### src/rtl/servo_pkg.sv
// Shared servo definitions: decoder FSM states, default limits and the nominal
// frame length also used by the PWM generator.
package servo_pkg;

   typedef enum logic [1:0] {
      SYNC = 2'd0,
      LOW  = 2'd1,
      HIGH = 2'd2
   } dec_state_t;

   localparam logic [12:0] TIMEOUT_DEF   = 13'd3000;
   localparam logic [7:0]  MAX_WIDTH_DEF = 8'd255;
   localparam logic [12:0] FRAME_NOM     = 13'd1500;

endpackage

### src/rtl/servo_in_sync.sv
// Two-flop synchronizer for the servo PWM input, with an optional 3-cycle
// glitch filter enabled by defining SERVO_DEC_GLITCH_FILTER_EN.
module servo_in_sync (
   input  logic clkin,
   input  logic rstn,
   input  logic pwmin,
   output logic s,
   output logic s_vld
);

   logic sync_p0, sync_p1;
   logic vld_p0, vld_p1;

   always_ff @(posedge clkin or negedge rstn) begin
      if (!rstn) begin
         sync_p0 <= 1'b0;
         sync_p1 <= 1'b0;
         vld_p0  <= 1'b0;
         vld_p1  <= 1'b0;
      end else begin
         sync_p0 <= pwmin;
         sync_p1 <= sync_p0;
         vld_p0  <= 1'b1;
         vld_p1  <= vld_p0;
      end
   end

`ifdef SERVO_DEC_GLITCH_FILTER_EN
   logic [1:0] hist_p2, hvld_p2;
   logic       flt_p3, fvld_p3;
   logic       all_vld, hold_hi, hold_lo;

   // Current sample plus two previous ones must agree before the output moves.
   assign all_vld = vld_p1 & (&hvld_p2);
   assign hold_hi = all_vld & sync_p1 & (&hist_p2);
   assign hold_lo = all_vld & ~sync_p1 & ~(|hist_p2);

   always_ff @(posedge clkin or negedge rstn) begin
      if (!rstn) begin
         hist_p2 <= 2'b00;
         hvld_p2 <= 2'b00;
         flt_p3  <= 1'b0;
         fvld_p3 <= 1'b0;
      end else begin
         hist_p2 <= {hist_p2[0], sync_p1};
         hvld_p2 <= {hvld_p2[0], vld_p1};
         if (hold_hi)
            flt_p3 <= 1'b1;
         else if (hold_lo)
            flt_p3 <= 1'b0;
         if (hold_hi | hold_lo)
            fvld_p3 <= 1'b1;
      end
   end

   assign s     = flt_p3;
   assign s_vld = fvld_p3;
`else
   assign s     = sync_p1;
   assign s_vld = vld_p1;
`endif

endmodule

### src/rtl/servo_pulse_decoder.sv
// Servo PWM decoder: measures high width and rise-to-rise frame length,
// flags overflow and loss of signal. Optional filter: SERVO_DEC_GLITCH_FILTER_EN.
module servo_pulse_decoder
   import servo_pkg::*;
#(
   parameter logic [12:0] TIMEOUT   = TIMEOUT_DEF,
   parameter logic [7:0]  MAX_WIDTH = MAX_WIDTH_DEF
) (
   input  logic        clkin,
   input  logic        rstn,
   input  logic        pwmin,
   output logic [7:0]  cntout,
   output logic [12:0] period,
   output logic        valid,
   output logic        ovf,
   output logic        lost
);

   logic s, s_vld;

   servo_in_sync u_sync (
      .clkin (clkin),
      .rstn  (rstn),
      .pwmin (pwmin),
      .s     (s),
      .s_vld (s_vld)
   );

   logic        samp_p2, samp_p3, vld_p2, vld_p3;
   dec_state_t  state, state_nxt;
   logic [7:0]  wcnt;
   logic [12:0] pcnt, hold;
   logic        have_rise, over;
   logic        rise, fall, start, finish, tmo;

   // Edges need two trusted samples so reset-time zeros never look like a fall.
   assign rise = vld_p3 & samp_p2 & ~samp_p3;
   assign fall = vld_p3 & ~samp_p2 & samp_p3;

   always_comb begin
      state_nxt = state;
      start     = 1'b0;
      finish    = 1'b0;
      tmo       = 1'b0;
      unique case (state)
         SYNC: if (vld_p2 && !samp_p2) state_nxt = LOW;
         LOW: if (rise) begin
            state_nxt = HIGH;
            start     = 1'b1;
         end
         HIGH: if (fall) begin
            state_nxt = LOW;
            finish    = 1'b1;
         end
         default: state_nxt = SYNC;
      endcase
      if (state != SYNC && !start && pcnt >= TIMEOUT) begin
         tmo       = 1'b1;
         finish    = 1'b0;
         state_nxt = SYNC;
      end
   end

   always_ff @(posedge clkin or negedge rstn) begin
      if (!rstn)
         state <= SYNC;
      else
         state <= state_nxt;
   end

   always_ff @(posedge clkin or negedge rstn) begin
      if (!rstn) begin
         samp_p2   <= 1'b0;
         samp_p3   <= 1'b0;
         vld_p2    <= 1'b0;
         vld_p3    <= 1'b0;
         wcnt      <= 8'd0;
         pcnt      <= 13'd0;
         hold      <= 13'd0;
         have_rise <= 1'b0;
         over      <= 1'b0;
         cntout    <= 8'd0;
         period    <= 13'd0;
         valid     <= 1'b0;
         ovf       <= 1'b0;
         lost      <= 1'b0;
      end else begin
         samp_p2 <= s;
         samp_p3 <= samp_p2;
         vld_p2  <= s_vld;
         vld_p3  <= vld_p2;
         valid   <= finish;

         if (state == SYNC)
            pcnt <= 13'd0;
         else if (start)
            pcnt <= 13'd1;
         else if (pcnt != 13'h1FFF)
            pcnt <= pcnt + 13'd1;

         if (start) begin
            wcnt      <= 8'd1;
            over      <= 1'b0;
            hold      <= have_rise ? pcnt : 13'd0;
            have_rise <= 1'b1;
         end else if (state == HIGH && samp_p2) begin
            if (wcnt == MAX_WIDTH)
               over <= 1'b1;
            else
               wcnt <= wcnt + 8'd1;
         end

         if (finish) begin
            cntout <= wcnt;
            period <= hold;
            ovf    <= over;
            lost   <= 1'b0;
         end

         // After a loss the next frame restarts as if it were the first one.
         if (tmo) begin
            lost      <= 1'b1;
            have_rise <= 1'b0;
         end
      end
   end

endmodule

### config.mk
export PLATFORM = sky130hd
export DESIGN_NAME = servo_pulse_decoder
export DESIGN_NICKNAME = d
export VERILOG_FILES = /design/src/rtl/servo_pkg.sv /design/src/rtl/servo_in_sync.sv /design/src/rtl/servo_pulse_decoder.sv
export SDC_FILE = /design/constraint.sdc
export NUM_CORES = 1
export LEC_CHECK = 0
export ABC_AREA = 1
export CAP_MARGIN = 20
export CORE_UTILIZATION = 55
export CTS_CLUSTER_SIZE = 28
export DETAILED_ROUTE_END_ITERATION = 16
export GPL_TIMING_DRIVEN = 1
export PLACE_DENSITY = 0.88
export REMOVE_ABC_BUFFERS = 1
export SYNTH_ARGS = -nofsm -noshare
export SYNTH_HDL_FRONTEND = slang
export SYNTH_SLANG_ARGS = --single-unit
### constraint.sdc
create_clock -name clkin -period 1.8 [get_ports clkin]
set_input_delay 0.45 -clock clkin [delete_from_list [all_inputs] [get_ports clkin]]
set_output_delay 0.45 -clock clkin [all_outputs]
set_load 0.01 [all_outputs]
==> results.txt <==
status -> finished, final reports clean
Max Clk Rate -> 0.580 GHz
relative slew slack -> 66.4%
core area -> 5640 µm²
CP Launch Type -> flip-flop
Syn-to-layout area delta -> 17.1%
vias per cell -> 5.25
Placed Cells -> 441
non-filler cells, final -> 458
Crit. End Element -> output pin
top-count cell post-synth -> dfrtp_1
Peak VDD IR -> 707 µV
predominant post-synthesis flop cell -> dfrtp_1
CP cell instances -> clkdlybuf4s50_1
layout cells sized above 1 -> 24.4%
fillers -> 425
Final Slew Violations -> 0
Pleak -> 1.75 nW
Post-synth EDFFs -> 0
clock transition at the registers of the reported paths -> 0.07 ns
Die Y -> 79.3 µm
Synth area leader -> dfrtp_1
post-route DRC violation count -> 0
Routed Antenna Nets -> 0
total power -> 3.83 mW
Num CTS Buffers -> 9
die area -> 6280 µm²
I/O pin count -> 27
fin crit share -> 95.7%
GPL Wtd Cong -> 0.867
sequential element share of the synthesized area -> 53.3%
max-cap check violation count -> 0
Final Skew -> 0.00883 ns
Die W -> 79.3 µm
Setup Crit Path Kind -> flip-flop to output pin
Rows -> 27
dpl hpwl -> 3.98 mm
post-synthesis cell area -> 3280 µm²
pin count of the biggest net entering global routing -> 71
CP Data Required Time -> 1.35 ns
Synth async-reset ratio -> 100%
Worst Path Buf+Inv -> 1
ant diodes -> 0
Critical Path Start -> period[2]$_DFFE_PN0P_
CP arrival -> 1.27 ns
GRT Total Usage -> 22.4%
vias in the first global route -> 2,431
clock sink count -> 70
Yosys reg bits -> 70
Worst path top cell family by delay -> buffers and inverters
Cell variety after synth -> 32
Starting Density -> 58.2%
fin nets -> 387
RSZ-0062 raised after global routing -> no
post-CTS setup buffer count -> 0
Period minus WS final -> 1.72 ns
Crit-path slowest cell -> clkdlybuf4s50_1
Synth top cells by count -> dfrtp_1, nand2_1, inv_1, nand3_1, o21ai_0
Skew-Pair Late Insertion Delay -> 0.34 ns
worst r2r src -> samp_p2$_DFF_PN0_
Clock Path Buffers -> 2
YS warnings -> 0
Slew @ Worst Pin -> 0.504 ns
Synth Area per Inst -> 9.49 µm²
PD cells -> 995 nW/µm²
DR iter-0 viols -> 187
CP peak stage delay -> 0.56 ns
CTS H-tree depth -> 3
setup TNS -> 0 ns
final hold vios -> 0
Initial DRT Pass Iterations -> 4
Hold Crit Class -> input port to asynchronous set/reset pin
worst-path maximum fanout -> 2
drt wl/cell -> 13.5 µm
Root Buffer -> clkbuf_8
TritonCTS clock tree -> yes
top cell type's share of synthesized area -> 53.3%
WL final -> 6.18 mm
final setup fails -> 0
total number of vias -> 2,405
GR Overflow Total -> 0
first-pass GRT wire length -> 10.6 mm
initial antenna violation count -> 0
FF-to-FF path depth -> 9
hold_buf cts -> 0
synth top area cells -> dfrtp_1, o21ai_2, nand2_1
Syn Inst Count -> 346
CP Depth -> 1
IO buf count -> 26
registers in the layout (all words and copies together) (netlist names), 2 cells and up:
| register | count |
|---|---|
| cntout | 8 |
| pcnt | 13 |
| state | 2 |
| wcnt | 8 |
| hold | 13 |
| period | 13 |
repair_timing:
action | in CTS | in global routing
endpoints found under the setup margin | 0 | 9
resized for setup | 0 | 4
endpoints found under the hold margin | 0 | 0
final timing paths:
check	slack (ns)	to
setup / recovery	0.08	period[2]
hold / removal	0.12	period[2]$_DFFE_PN0P_
setup reg to reg	0.17	wcnt[5]$_DFFE_PN0P_
hold reg to reg	0.36	samp_p2$_DFF_PN0_
max in group asynchronous	1.40	wcnt[0]$_DFFE_PN0P_
min in group clkin	0.36	samp_p2$_DFF_PN0_
cell type report:
type | instances | area, µm² | area share (%)
Clock buffer | 14 | 183 | 4.75
Sequential cell | 70 | 1750 | 45.6
Timing Repair Buffer | 34 | 328 | 8.52
Multi-Input combinational cell | 220 | 1280 | 33.3
Inverter | 46 | 173 | 4.49
Clock inverter | 2 | 37.5 | 0.976
Tap cell | 72 | 90.1 | 2.34
power by group:
| part | total (mW) | internal, mW | switching [mW] | leakage, nW |
|---|---|---|---|---|
| clock | 1.36 | 0.792 | 0.565 | 0.109 |
| combinational | 0.631 | 0.230 | 0.401 | 0.695 |
| sequential | 1.84 | 1.70 | 0.136 | 0.944 |
| total | 3.83 | 2.73 | 1.10 | 1.75 |
stage by stage:
step | hold WS (ns) | util (%) | area, µm² | setup slack (ns)
after floorplan | 0.154 | - | 3180 | 0.190
after global placement | 0.332 | 63.8 | 3600 | 0.206
after detailed placement | 0.336 | 63.8 | 3600 | 0.143
after CTS | 0.127 | 67.7 | 3820 | 0.0598
after global routing | 0.147 | 68.2 | 3850 | 0.00716
final | 0.119 | 68.2 | 3850 | 0.0767
kinds of logic after synthesis:
family	share of synthesized area, %
simple gates	23.2
flops	53.3
compound gates	12.7
buf+inv	8.38
xor+xnor	1.07
fa+ha+maj	1.14
other cells	0.114
metal layers:
metal	track usage (%)	share of wire (%)	up-vias
met5	0	0	-
met4	14.2	1.9	0
met3	4.37	3.3	10
met2	36.0	49	46
met1	27.8	46	1158
li1	-	-	1191
cell usage in the layout, fill, tap and decap left out, drive strengths merged:
cell / count
nand4: 5
ha: 3
buf: 9
nand3: 33
a21oi: 7
o21bai: 1
o211ai: 2
inv: 46
clkinvlp: 1
clkdlybuf4s50: 25
or2: 3
xor2: 4
dfrtp: 70
bufinv: 1
nor3: 4
conb: 1
o21ai: 55
clkbuf: 14
nor4: 1
nor2: 27
nand2: 73
a31oi: 1
Note: power is estimated with default switching activity, not from simulation.
